## src/rtl/fifo_pkg.sv

```systemverilog
// Shared constants and helpers for the parametrised FIFO family.
package fifo_pkg;

  localparam int DEF_DATA_WIDTH = 10;
  localparam int DEF_ADDR_WIDTH = 3;

  // Ceiling log2, for sizing pointers from a depth.
  function automatic int clog2(input int value);
    int v;
    int r;
    v = value - 1;
    r = 0;
    while (v > 0) begin
      v = v >> 1;
      r++;
    end
    return r;
  endfunction

  // A programmed threshold of zero means "use the built-in default".
  function automatic int thr_sel(input int thr, input int dflt);
    return (thr == 0) ? dflt : thr;
  endfunction

endpackage

```

## src/rtl/param_sdp_ram.sv

```systemverilog
// Simple dual-port RAM: one write port, one registered read port.
module param_sdp_ram #(
  parameter int DATA_WIDTH = 10,
  parameter int ADDR_WIDTH = 3
) (
  input  logic                  clk,
  input  logic                  we,
  input  logic [ADDR_WIDTH-1:0] waddr,
  input  logic [DATA_WIDTH-1:0] wdata,
  input  logic                  re,
  input  logic [ADDR_WIDTH-1:0] raddr,
  output logic [DATA_WIDTH-1:0] rdata
);

  logic [DATA_WIDTH-1:0] mem [2**ADDR_WIDTH];

  // Write port: storage is never cleared, only the FIFO pointers are.
  always_ff @(posedge clk) begin
    if (we) mem[waddr] <= wdata;
  end

  // Read port: rdata holds its value between reads.
  always_ff @(posedge clk) begin
    if (re) rdata <= mem[raddr];
  end

endmodule

```

## src/rtl/param_fifo.sv

```systemverilog
// Parametrised synchronous FIFO with registered flags, programmable
// almost-full/almost-empty thresholds and overflow/underflow pulses.
module param_fifo
  import fifo_pkg::*;
#(
  parameter int DATA_WIDTH = DEF_DATA_WIDTH,
  parameter int ADDR_WIDTH = DEF_ADDR_WIDTH,
  parameter int AF_DEFAULT = (2**ADDR_WIDTH) - 2,
  parameter int AE_DEFAULT = 1
) (
  input  logic                  clk,
  input  logic                  reset,
  input  logic                  push,
  input  logic                  pop,
  input  logic [DATA_WIDTH-1:0] data_in,
  input  logic [ADDR_WIDTH:0]   afull_thr,
  input  logic [ADDR_WIDTH:0]   aempty_thr,
  output logic [DATA_WIDTH-1:0] data_out,
  output logic                  valid_out,
  output logic [ADDR_WIDTH:0]   count,
  output logic                  full,
  output logic                  empty,
  output logic                  almost_full,
  output logic                  almost_empty,
  output logic                  overflow,
  output logic                  underflow
);

  localparam int                DEPTH   = 2**ADDR_WIDTH;
  localparam logic [ADDR_WIDTH:0] DEPTH_C = DEPTH[ADDR_WIDTH:0];
  localparam logic [ADDR_WIDTH:0] ONE_C   = 1;
  localparam logic [ADDR_WIDTH-1:0] PTR_ONE = 1;

  logic [ADDR_WIDTH-1:0] wr_ptr, rd_ptr;
  logic [ADDR_WIDTH:0]   next_count;
  logic                  push_ok, pop_ok;
  logic                  out_clr;
  logic [DATA_WIDTH-1:0] ram_rdata;
  int                    aft, aet;

  // Acceptance uses only registered flags, so no input reaches an output.
  assign push_ok = push & ~full;
  assign pop_ok  = pop & ~empty;

  assign aft = thr_sel(int'(afull_thr), AF_DEFAULT);
  assign aet = thr_sel(int'(aempty_thr), AE_DEFAULT);

  // Occupancy after this edge; flags are derived from it so they move with count.
  always_comb begin
    next_count = count;
    if (push_ok && !pop_ok)      next_count = count + ONE_C;
    else if (pop_ok && !push_ok) next_count = count - ONE_C;
  end

  // Pointers, count, flags, strobes and error pulses.
  always_ff @(posedge clk) begin
    if (!reset) begin
      wr_ptr       <= '0;
      rd_ptr       <= '0;
      count        <= '0;
      full         <= 1'b0;
      empty        <= 1'b1;
      almost_full  <= 1'b0;
      almost_empty <= 1'b1;
      valid_out    <= 1'b0;
      overflow     <= 1'b0;
      underflow    <= 1'b0;
    end else begin
      if (push_ok) wr_ptr <= wr_ptr + PTR_ONE;
      if (pop_ok)  rd_ptr <= rd_ptr + PTR_ONE;
      count        <= next_count;
      full         <= (next_count == DEPTH_C);
      empty        <= (next_count == '0);
      almost_full  <= (int'(next_count) >= aft);
      almost_empty <= (int'(next_count) <= aet);
      valid_out    <= pop_ok;
      overflow     <= push & full;
      underflow    <= pop & empty;
    end
  end

  // The RAM read register has no reset; mask it until the first read after reset.
  always_ff @(posedge clk) begin
    if (!reset)      out_clr <= 1'b1;
    else if (pop_ok) out_clr <= 1'b0;
  end

  assign data_out = out_clr ? '0 : ram_rdata;

  param_sdp_ram #(
    .DATA_WIDTH(DATA_WIDTH),
    .ADDR_WIDTH(ADDR_WIDTH)
  ) u_ram (
    .clk  (clk),
    .we   (push_ok & reset),
    .waddr(wr_ptr),
    .wdata(data_in),
    .re   (pop_ok & reset),
    .raddr(rd_ptr),
    .rdata(ram_rdata)
  );

endmodule

```

## config.mk

```make
export PLATFORM = sky130hd
export DESIGN_NAME = param_fifo
export DESIGN_NICKNAME = d
export VERILOG_FILES = /design/src/rtl/fifo_pkg.sv /design/src/rtl/param_sdp_ram.sv /design/src/rtl/param_fifo.sv
export SDC_FILE = /design/constraint.sdc
export NUM_CORES = 1
export LEC_CHECK = 0
export CAP_MARGIN = 10
export CELL_PAD_IN_SITES_DETAIL_PLACEMENT = 1
export CELL_PAD_IN_SITES_GLOBAL_PLACEMENT = 1
export CORE_MARGIN = 2
export CORE_UTILIZATION = 35
export CTS_CLUSTER_SIZE = 12
export DETAILED_ROUTE_END_ITERATION = 10
export GPL_TIMING_DRIVEN = 0
export PLACE_DENSITY_LB_ADDON = 0.08
export SLEW_MARGIN = 20
export SYNTH_ARGS = -nofsm -noshare
export SYNTH_HDL_FRONTEND = slang
export SYNTH_SLANG_ARGS = --single-unit
```

## constraint.sdc

```tcl
create_clock -name clk -period 3.4 [get_ports clk]
set_input_delay 0.68 -clock clk [delete_from_list [all_inputs] [get_ports clk]]
set_output_delay 0.68 -clock clk [all_outputs]
set_load 0.01 [all_outputs]
```

After elaboration in Yosys (flattened, before gate mapping)
Memories as Yosys holds them, arrays and structs flattened. A register that Yosys moved wholly into a read port is not among the register bits.
Cells that the tools add are included.
{"block": "totals", "reg_bits": 18, "ram_bits": 80, "mem_count": 1}
{"name": "u_ram.mem", "depth": 8, "width": 10, "read_ports": 1, "rd_ports_with_merged_regs": 1, "write_ports": 1, "line_no": "param_sdp_ram.sv:15", "rtl": "logic [DATA_WIDTH-1:0] mem [2**ADDR_WIDTH];"}
{"block": "classes", "addsub": 4, "magnitude_cmp": 2, "n_eq_ne": 1, "n_mux": 7, "n_bitwise": 8, "reduce_logical": 7}
{"op": "2-to-1 mux 4 bit", "n": 4}
{"op": "logical NOT 4 bit", "n": 3}
{"op": "2-to-1 mux 10 bit", "n": 1}
{"op": "adder 3 x 1 -> 3 bit (second input constant)", "n": 2}
{"op": "AND 1 bit", "n": 6}
{"op": "adder 4 x 1 -> 4 bit (second input constant)", "n": 1}
{"op": "== test 4 bit (second input constant)", "n": 1}
{"op": ">= comparator 4 bit", "n": 1}
{"op": "<= comparator 4 bit", "n": 1}
{"op": "subtractor 4 x 1 -> 4 bit (second input constant)", "n": 1}
{"op": "logical AND 1 bit", "n": 2}
{"op": "logical NOT 1 bit", "n": 2}
{"op": "2-to-1 mux 1 bit", "n": 2}
{"op": "NOT 1 bit", "n": 2}

Logic depth before layout (Yosys ltp)
Gate-level depths: netlist of the first run.
{"block": "logic_depth", "ltp_word": 7, "depth_mapped": 11}

Modules after synthesis
Synthesis of the first run repeated with hierarchy kept, for this count alone.
{"block": "unflattened", "hier_cells": 264, "area_unflattened_um2": 4519.3}
{"module": "param_sdp_ram", "n_inst": 1, "cells_each": 138, "area_per_inst_um2": 3433.3}
{"module": "param_fifo", "n_inst": 1, "cells_each": 126, "area_per_inst_um2": 1086.0}

Least setup slack after synthesis of the first run
No wires, ideal clock.
{"block": "synth_timing", "path_type": "input to register", "from": "in reset", "to": "mem u_ram.mem[5][0] (enable)", "setup_ps": 407, "arrival_ps": 2180, "required_ps": 2993, "slack_ps": 812, "path_stages": 3, "path_buffers": 1, "cell_sequence": "clkbuf_1 -> nand2_1 -> nor4b_1"}
{"block": "synth_between", "elab_chain_cells": 3}
{"element": "start: declaration", "line_no": "param_fifo.sv:12", "rtl": "input logic reset,"}
{"element": "AND 1 bit", "line_no": "param_fifo.sv:95", "rtl": ".we (push_ok & reset),"}
{"element": "2-to-1 mux 1 bit", "line_no": "param_sdp_ram.sv:19", "rtl": "if (we) mem[waddr] <= wdata;"}
{"element": "2-to-1 mux 1 bit (not written as such)", "line_no": "param_sdp_ram.sv:19"}
{"element": "end: declaration", "line_no": "param_sdp_ram.sv:15"}
No other way between the ends.

Final worst setup path of the first run
{"block": "layout_timing", "from": "in push", "to": "reg almost_empty"}
{"block": "layout_between", "elab_chain_cells": 6}
{"element": "start: declaration", "line_no": "param_fifo.sv:13", "rtl": "input logic push,"}
{"element": "AND 1 bit (*)", "line_no": "param_fifo.sv:42", "rtl": "assign push_ok = push & ~full;"}
{"element": "logical NOT 1 bit", "line_no": "param_fifo.sv:52", "rtl": "else if (pop_ok && !push_ok) next_count = count - ONE_C;"}
{"element": "logical AND 1 bit", "line_no": "param_fifo.sv:52"}
{"element": "2-to-1 mux 4 bit", "line_no": "param_fifo.sv:52"}
{"element": "2-to-1 mux 4 bit (*)", "line_no": "param_fifo.sv:51", "rtl": "if (push_ok && !pop_ok) next_count = count + ONE_C;"}
{"element": "net next_count[1]", "line_no": "param_fifo.sv:35", "rtl": "logic [ADDR_WIDTH:0] next_count;"}
{"element": "<= comparator 4 bit (*)", "line_no": "param_fifo.sv:75", "rtl": "almost_empty <= (int'(next_count) <= aet);"}
{"element": "end signal: assignment", "line_no": "param_fifo.sv:75"}
{"element": "end: declaration", "line_no": "param_fifo.sv:24", "rtl": "output logic almost_empty,"}
The timed path passes the listed nets; every way through them passes the cells marked *.
A chain may end at the register's enable or synchronous reset.

==> impl_metrics.tcl, run 1 <==
set metrics [dict create \
    grt_max_degree 18 \
    hpwl_um 6607 \
    min_path_type "reg2reg" \
    crit_arrival_ns 3.02 \
    ys_seq_area_frac 0.6874 \
    numCtsBuffers 9 \
    ys_types 42 \
    multiInputGateArea_sq_um 1316 \
    end_kind "flip-flop" \
    max_slew.worst_pin.slew_ns 0.8481 \
    postCtsSetupBuffers 0 \
    route.detailed.drc 0 \
    wl_um 9677 \
    p_clk_frac 0.325 \
    synth_area_sq_um 4456 \
    core_sq_um 12520 \
    place_area_sq_um 5185 \
    dieArea_sq_um 13650 \
    gp_congestion 0.7439 \
    avgSynthCellArea_sq_um 16.75 \
    ys_seq_elements 108 \
    rsz0062_at_grt "false" \
    antenna_found_initial 0 \
    grt.total_usage 0.1541 \
    htreeDepth 3 \
    die_w_um 116.8 \
    io_buffers 41 \
    relSlewSlack 0.4346 \
    final_util 0.4355 \
    clk_latency_ns 0.35 \
    p_int_mw 2.237 \
    worstPathRequired_ns 3.67 \
    post_cts_resized 0 \
    reg2reg_depth 10 \
    fin_crit_sh 0.8069 \
    pwr-share-seq 0.510 \
    ys_warn_count 0 \
    start_util 0.3560 \
    die_height_um 116.8 \
    grt_pass1_wl_um 14850 \
    clk_pin_slew_ns 0.07 \
    rr_startpoint "empty$_SDFF_PN1_" \
    firstDrtPassIters 4 \
    drtAntennaViolNets 0 \
    hold_start "empty$_SDFF_PN1_" \
    ctsHoldBuffers 0 \
    synth.most_common_cell "edfxtp_1" \
    seqCellArea_sq_um 3063 \
    fp-row-count 41 \
    leakage_nw 1.816 \
    async_flop_share 0 \
    grt_pass1_vias 2544 \
    syn-num-nets 300 \
    yosysTopAreaCell "edfxtp_1" \
    num_vias 2441 \
    synth_area_leaders "edfxtp_1 (61%), mux4_2 (10%), dfxtp_1 (8.1%)" \
    initialDrtViolationCount 131 \
    netlist.area_leader.share 0.6066 \
    startpoint_type "input pin" \
    layout_min_cycle_time_ns 2.744 \
    syn_inst 266 \
    cts-root-buf "clkbuf_16" \
    area_delta_synth_final_pct 22.35 \
    final_layout_size_suffix_gt1_frac 0.2289 \
    grt_overflow 0 \
    n_antenna_cell 0 \
    final_hold_viol_count 0 \
    vias_per_cell 4.843 \
    status "completed" \
    p_per_area_nw_per_um2 547.4 \
    stdcell_area_sq_um 5451 \
    timing.reg2reg.setup_slack_ns 1.11 \
    finalSetupViolCount 0 \
    p_sw_mw 0.7471 \
    cts_num_sinks 108 \
    fmax_ghz 0.3645 \
    switching_share 0.2503 \
    ys.flop_type "edfxtp_1" \
    wl_per_cell_um 19.20 \
    drv_cap 0 \
    min_path_cells 1 \
    worstSetupPathType "in2reg" \
    slew_viol_final 0 \
    cts_tree "yes" \
    synth_edf_count 90 \
    boundaryPins 43 \
    ir_drop_uv 261.9 \
    skew_ns 0.006845 \
    synth_commonest_cells "edfxtp_1 (90), mux4_2 (20), dfxtp_1 (18)" \
    nets 361 \
    crit_path_max_fanout 8 \
    clk_path_buf_depth 2 \
    holdPathEnd "underflow$_SDFF_PN0_" \
    r2r-end "almost_empty$_SDFF_PN1_" \
    fill_cells 1274 \
    power_frac_comb 0.165 \
]
==> power groups by stage <==
stage	sequential, mW	combinational (mW)	clock [mW]
after detailed placement	1.55	0.505	0
after floorplan	1.55	0.309	0
after global routing	1.53	0.554	1.05
after global placement	1.55	0.491	0
final	1.52	0.492	0.970
after CTS	1.52	0.506	0.998
==> how the worst max path moves through the flow <==
stage                      from                        end  depth (start not counted)
after floorplan           reset  u_ram.mem[5][0]$_DFFE_PP_                          3
after global placement     push  u_ram.mem[5][5]$_DFFE_PP_                          4
after detailed placement   push     almost_full$_SDFF_PN0_                         12
after CTS                  push     almost_full$_SDFF_PN0_                         12
after global routing       push     almost_full$_SDFF_PN0_                         12
final                      push    almost_empty$_SDFF_PN1_                         11
==> final cells by class <==
cell class,instances,share of cell area
sequential,108,0.5619
multi-input combinational,134,0.2415
timing repair buffer,50,0.08676
clock buffer,10,0.04200
tap,172,0.03948
buffer,14,0.01469
clock inverter,6,0.006885
inverter,10,0.006885
==> layout by cell type, fill, tap and decap left out, drive strengths merged, types with 13 or more instances in the layout <==
cell / Yosys / routed
clkdlybuf4s50: 0 / 41
dfxtp: 18 / 18
nand2: 14 / 14
mux4: 20 / 20
edfxtp: 90 / 90
clkbuf: 8 / 18
nor2b: 13 / 13
nor2: 14 / 14
buf: 6 / 15
==> sequential cells by signal, summed over array words and instances (netlist names) <==
register and count:
overflow 1, almost_empty 1, u_ram.mem 80, u_ram.rdata 10, wr_ptr 3, rd_ptr 3
almost_full 1, valid_out 1, out_clr 1, empty 1, count 4, underflow 1
full 1
==> worst max-delay path: stages <==
cell             delay, ns
clkdlybuf4s50_1       0.45
nor2b_1               0.15
buf_4                 0.17
nor2_1                0.21
o21ai_0               0.13
o21ai_1               0.33
ha_1                  0.31
nor2b_1               0.13
o21a_1                0.16
o21a_1                0.16
o21ai_0               0.14
==> cell families (layout without fill, tap and decap cells) <==
kind of cell,count (synthesis),after routing,synth area share
simple gates,67,67,0.08060
xor+xnor,6,6,0.01348
fa+ha+maj,12,12,0.03370
buf+inv,24,90,0.02640
mux,30,30,0.1264
flops,108,108,0.6874
compound gates,19,19,0.03201
==> layer usage <==
metal  global-route usage  routed length [um]
met5                    0                   0
met4              0.06353                 168
met3              0.02523                 334
met2               0.2420                4653
met1               0.2152                4521
==> metrics by stage <==
| stage | std cells | setup slack (ns) | power (mW) | setup TNS (ns) | hold slack, ns |
|---|---|---|---|---|---|
| after detailed placement | 488 | 0.3230 | 2.057 | 0 | 0.5319 |
| final | 504 | 0.6565 | 2.984 | 0 | 0.5399 |
| after global routing | 504 | 0.5007 | 3.135 | 0 | 0.5587 |
| after floorplan | 266 | 0.8125 | 1.863 | 0 | 0.4991 |
| after global placement | 479 | -1.010 | 2.041 | -31.55 | 0.5163 |
| after CTS | 504 | 0.6869 | 3.026 | 0 | 0.5416 |
Note: power is estimated with default switching activity, not from simulation.
==> inputs of run 2 (changes only) <==
==> constraint.sdc (replaced) <==
create_clock -name clk -period 2.6 [get_ports clk]
set_input_delay 0.52 -clock clk [delete_from_list [all_inputs] [get_ports clk]]
set_output_delay 0.52 -clock clk [all_outputs]
set_load 0.01 [all_outputs]
==> run 2 against run 1 <==
Clock-buffer cell count stayed put. Sequential share of layout area is 0.12 points lower. Setup slack worse by 0.50 ns. Cell count stayed put. Via count is 0.74% lower. Highest routed layer unchanged. Final area is 0.21% higher. Critical endpoint is now almost_full$_SDFF_PN0_. Hold slack hardly changed. Wire length is 0.13% lower. Sequential power is 31% higher. Die area stayed put. Critical path depth is 1 higher.
==> impl_metrics.tcl, run 2 (synthesis gave the netlist of run 1 again) <==
set metrics [dict create \
    status "completed" \
    worstPathRequired_ns 2.81 \
    crit_path_max_fanout 10 \
    initialDrtViolationCount 133 \
    core_sq_um 12520 \
    stdcell_area_sq_um 5463 \
    start_util 0.3560 \
    fp-row-count 41 \
    fin_crit_sh 0.9411 \
    grt_pass1_wl_um 14850 \
    slew_viol_final 0 \
    relSlewSlack 0.4504 \
    clk_path_buf_depth 2 \
    p_per_area_nw_per_um2 715.7 \
    final_hold_viol_count 0 \
    nets 361 \
    vias_per_cell 4.808 \
    htreeDepth 3 \
    final_common_cell "edfxtp_1" \
    cts_num_sinks 108 \
    cts-root-buf "clkbuf_16" \
    worstSetupPathType "in2reg" \
    min_path_cells 1 \
    final_cell_mix "edfxtp_1 (90), clkdlybuf4s50_1 (41), mux4_2 (20), dfxtp_1 (18)" \
    fin_ws_ns 0.1532 \
    die_w_um 116.8 \
    reg2reg_depth 8 \
    p_total_mw 3.910 \
    dieArea_sq_um 13650 \
    num_vias 2423 \
    route.detailed.drc 0 \
    final_util 0.4364 \
    startpoint_type "input pin" \
    grt_pass1_vias 2544 \
    area_delta_synth_final_pct 22.61 \
    ir_drop_uv 344.0 \
    final_layout_size_suffix_gt1_frac 0.2349 \
    layout_min_cycle_time_ns 2.447 \
    clk_pin_slew_ns 0.07 \
    fin_tns_setup_ns 0 \
    top_regs "u_ram.mem (80), u_ram.rdata (10), count (4)" \
    drv_cap 0 \
    clk_latency_ns 0.35 \
    grt_overflow 0 \
    dpl_worst_slack_ns -0.3170 \
    min_path_type "reg2reg" \
    end_kind "flip-flop" \
    place_area_sq_um 5185 \
    hpwl_um 6607 \
    ctsHoldBuffers 0 \
    wl_per_cell_um 19.17 \
    io_buffers 41 \
    firstDrtPassIters 5 \
    grt.total_usage 0.1541 \
    leakage_nw 1.822 \
    finalSetupViolCount 0 \
    drtAntennaViolNets 0 \
    gp_congestion 0.7439 \
    fmax_ghz 0.4087 \
    crit_arrival_ns 2.66 \
    grt_max_degree 18 \
    wl_um 9664 \
    die_height_um 116.8 \
    fill_cells 1272 \
    cts_tree "yes" \
    largest_register_ff_count 80 \
    boundaryPins 43 \
    largest-register "u_ram.mem" \
    antenna_found_initial 0 \
    numCtsBuffers 9 \
    n_antenna_cell 0 \
    max_slew.worst_pin.slew_ns 0.8243 \
    rsz0062_at_grt "true" \
    skew_ns 0.006698 \
]
run 2: final timing paths:
path,from,endpoint,slack (ns)
worst max-delay path,push,almost_full$_SDFF_PN0_,0.15
worst min-delay path,empty$_SDFF_PN1_,underflow$_SDFF_PN0_,0.54
worst max register to register,count[0]$_SDFF_PN0_,almost_empty$_SDFF_PN1_,0.40
worst min register to register,empty$_SDFF_PN1_,underflow$_SDFF_PN0_,0.54
run 2: stage by stage:
step / hold WS [ns] / instances
6_report: 0.5394 / 504
5_1_grt: 0.5587 / 504
4_1_cts: 0.5416 / 504
3_5_place_dp: 0.5319 / 488
3_3_place_gp: 0.5163 / 479
2_1_floorplan: 0.4991 / 266
run 2: critical path, cell delays in order:
cell,delay (ns)
clkdlybuf4s50_1,0.51
nand2b_1,0.06
buf_2,0.19
nand2_1,0.13
nand2_1,0.10
xnor2_2,0.22
ha_1,0.26
nand2b_1,0.14
a21o_1,0.18
a21o_1,0.17
a21oi_1,0.13
nor2_1,0.05
run 2: layout make-up:
class	count	area, sq um	area share
clock buffer	10	229.0	0.04191
inverter	10	37.54	0.006871
sequential	108	3063	0.5607
buffer	14	80.08	0.01466
tap	172	215.2	0.03940
multi-input combinational	134	1328	0.2430
clock inverter	6	37.54	0.006871
timing repair buffer	50	473.0	0.08658
run 2: power by group:
group          switching [mW]  internal (mW)
clock                   0.619          0.649
combinational           0.317          0.333
sequential             0.0433           1.95
total                   0.979           2.93
run 2: layer usage:
metal / vias up / track usage / routed length, um
met4: 0 / 0.06353 / 145
met3: 13 / 0.02523 / 269
met2: 38 / 0.2420 / 4676
met5: - / 0 / 0
met1: 1239 / 0.2152 / 4572
li1: 1133 / - / -
run 2: timing repair:
item                       in CTS  in global routing
setup buffers                   0                  0
setup endpoints to repair       0                  2
gates resized for setup         0                  2
==> inputs of run 3 (changes only) <==
--- a/config.mk
+++ b/config.mk
@@ -14,6 +14,7 @@
 export DETAILED_ROUTE_END_ITERATION = 10
 export GPL_TIMING_DRIVEN = 0
 export PLACE_DENSITY_LB_ADDON = 0.08
+export SKIP_LAST_GASP = 1
 export SLEW_MARGIN = 20
 export SYNTH_ARGS = -nofsm -noshare
 export SYNTH_HDL_FRONTEND = slang
==> run 3 against run 2 <==
Hold slack is essentially flat. Cell count unchanged. Global-route usage stayed put. Final area is the same. Combinational power about the same. Non-clock buffer count is the same. Via count fell by 0.12%. Register-to-register slack barely moved. Highest routed layer unchanged.
==> impl_metrics.tcl, run 3 (synthesis gave the netlist of run 1 again) <==
set metrics [dict create \
    nets 361 \
    gp_congestion 0.7439 \
    p_int_mw 2.931 \
    ctsHoldBuffers 0 \
    p_per_area_nw_per_um2 715.4 \
    final_cell_mix "edfxtp_1 (90), clkdlybuf4s50_1 (41), mux4_2 (20), dfxtp_1 (18)" \
    end_kind "flip-flop" \
    skew_ns 0.006923 \
    pwr-share-seq 0.510 \
    worstPathRequired_ns 2.81 \
    rsz0062_at_grt "true" \
    n_antenna_cell 0 \
    slew_viol_final 0 \
    drv_cap 0 \
    relSlewSlack 0.4487 \
    num_vias 2420 \
    grt_pass1_wl_um 14850 \
    wl_um 9660 \
    layout_min_cycle_time_ns 2.447 \
    clk_latency_ns 0.35 \
    largest_register_ff_count 80 \
    fmax_ghz 0.4087 \
    grt_max_degree 18 \
    wl_per_cell_um 19.17 \
    largest-register "u_ram.mem" \
    crit_path_max_fanout 10 \
    status "completed" \
    fin_tns_setup_ns 0 \
    ir_drop_uv 343.1 \
    fin_crit_sh 0.9411 \
    start_util 0.3560 \
    p_sw_mw 0.9771 \
    cpMaxStageDelayCell "clkdlybuf4s50_1" \
    dpl_worst_slack_ns -0.3170 \
    grt.total_usage 0.1541 \
    io_buffers 41 \
    clk_path_buf_depth 2 \
    grt_overflow 0 \
    firstDrtPassIters 4 \
    final_common_cell "edfxtp_1" \
    cts_tree "yes" \
    vias_per_cell 4.802 \
    initialDrtViolationCount 129 \
    fp-row-count 41 \
    path_cells "clkdlybuf4s50_1 > nand2b_1 > buf_2 > nand2_1 > nand2_1 > xnor2_2 > ha_1 > nand2b_1 > a21o_1 > a21o_1 > a21oi_1 > nor2_1" \
    max_stage_delay_ns 0.51 \
    boundaryPins 43 \
    core_sq_um 12520 \
    fin_ws_ns 0.1532 \
    final_hold_viol_count 0 \
    power_frac_comb 0.166 \
    cts_num_sinks 108 \
    worstSetupPathType "in2reg" \
    clk_pin_slew_ns 0.07 \
    hpwl_um 6607 \
    final_util 0.4364 \
    leakage_nw 1.822 \
    drtAntennaViolNets 0 \
    startpoint_type "input pin" \
    max_slew.worst_pin.slew_ns 0.8270 \
    cts-root-buf "clkbuf_16" \
    die_w_um 116.8 \
    antenna_found_initial 0 \
    finalSetupViolCount 0 \
    p_clk_frac 0.324 \
    htreeDepth 3 \
    min_path_type "reg2reg" \
    route.detailed.drc 0 \
    final_layout_size_suffix_gt1_frac 0.2349 \
    top_regs "u_ram.mem (80), u_ram.rdata (10), count (4)" \
    grt_pass1_vias 2544 \
    numCtsBuffers 9 \
    switching_share 0.2500 \
    dieArea_sq_um 13650 \
    area_delta_synth_final_pct 22.61 \
    crit_arrival_ns 2.66 \
    die_height_um 116.8 \
]
run 3: stage by stage:
step                      cells  hold slack (ns)  cell area (sq um)  total power, mW
after floorplan             266           0.4991               4456            2.436
after global placement      479           0.5163               5081            2.669
after detailed placement    488           0.5319               5185            2.691
after CTS                   504           0.5416               5451            3.958
after global routing        504           0.5587               5463            4.110
final                       504           0.5394               5463            3.908
run 3: path summary, 6_finish.rpt:
kind / start / endpoint / slack [ns] / cells past startpoint
worst max register to register: count[0]$_SDFF_PN0_ / almost_empty$_SDFF_PN1_ / 0.40 / 8
worst max-delay path: push / almost_full$_SDFF_PN0_ / 0.15 / 12
worst min-delay path: empty$_SDFF_PN1_ / underflow$_SDFF_PN0_ / 0.54 / 1
worst min register to register: empty$_SDFF_PN1_ / underflow$_SDFF_PN0_ / 0.54 / 1
run 3: final cells by class:
type	count	area [sq um]
Clock inverter	6	37.54
Multi-Input combinational cell	134	1328
Tap cell	172	215.2
Inverter	10	37.54
Sequential cell	108	3063
Fill cell	1272	7054
Buffer	14	80.08
Timing Repair Buffer	50	473.0
Clock buffer	10	229.0
run 3: timing repair:
item	4_1_cts	5_1_grt
setup buffers	0	0
setup endpoints to repair	0	2
resized for setup	0	2
run 3: critical path, delay by kind of cell:
family,cells,cell delay [ns]
buffers and inverters,2,0.70
and+or+nand+nor,5,0.48
AOI/OAI and AO/OA,3,0.48
adders and majority gates,1,0.26
xor gates and xnor gates,1,0.22
run 3: layer usage:
layer | part of all wire | wire, um | GRT usage
met3 | 0.027 | 259 | 0.02523
met4 | 0.014 | 140 | 0.06353
met5 | 0 | 0 | 0
met1 | 0.47 | 4549 | 0.2152
met2 | 0.49 | 4710 | 0.2420
run 3: power groups by stage:
stage | clock network, mW | logic, mW | registers (mW)
2_1_floorplan | 0 | 0.404 | 2.03
3_3_place_gp | 0 | 0.642 | 2.03
3_5_place_dp | 0 | 0.660 | 2.03
4_1_cts | 1.30 | 0.662 | 1.99
5_1_grt | 1.38 | 0.734 | 2.00
6_report | 1.27 | 0.650 | 1.99
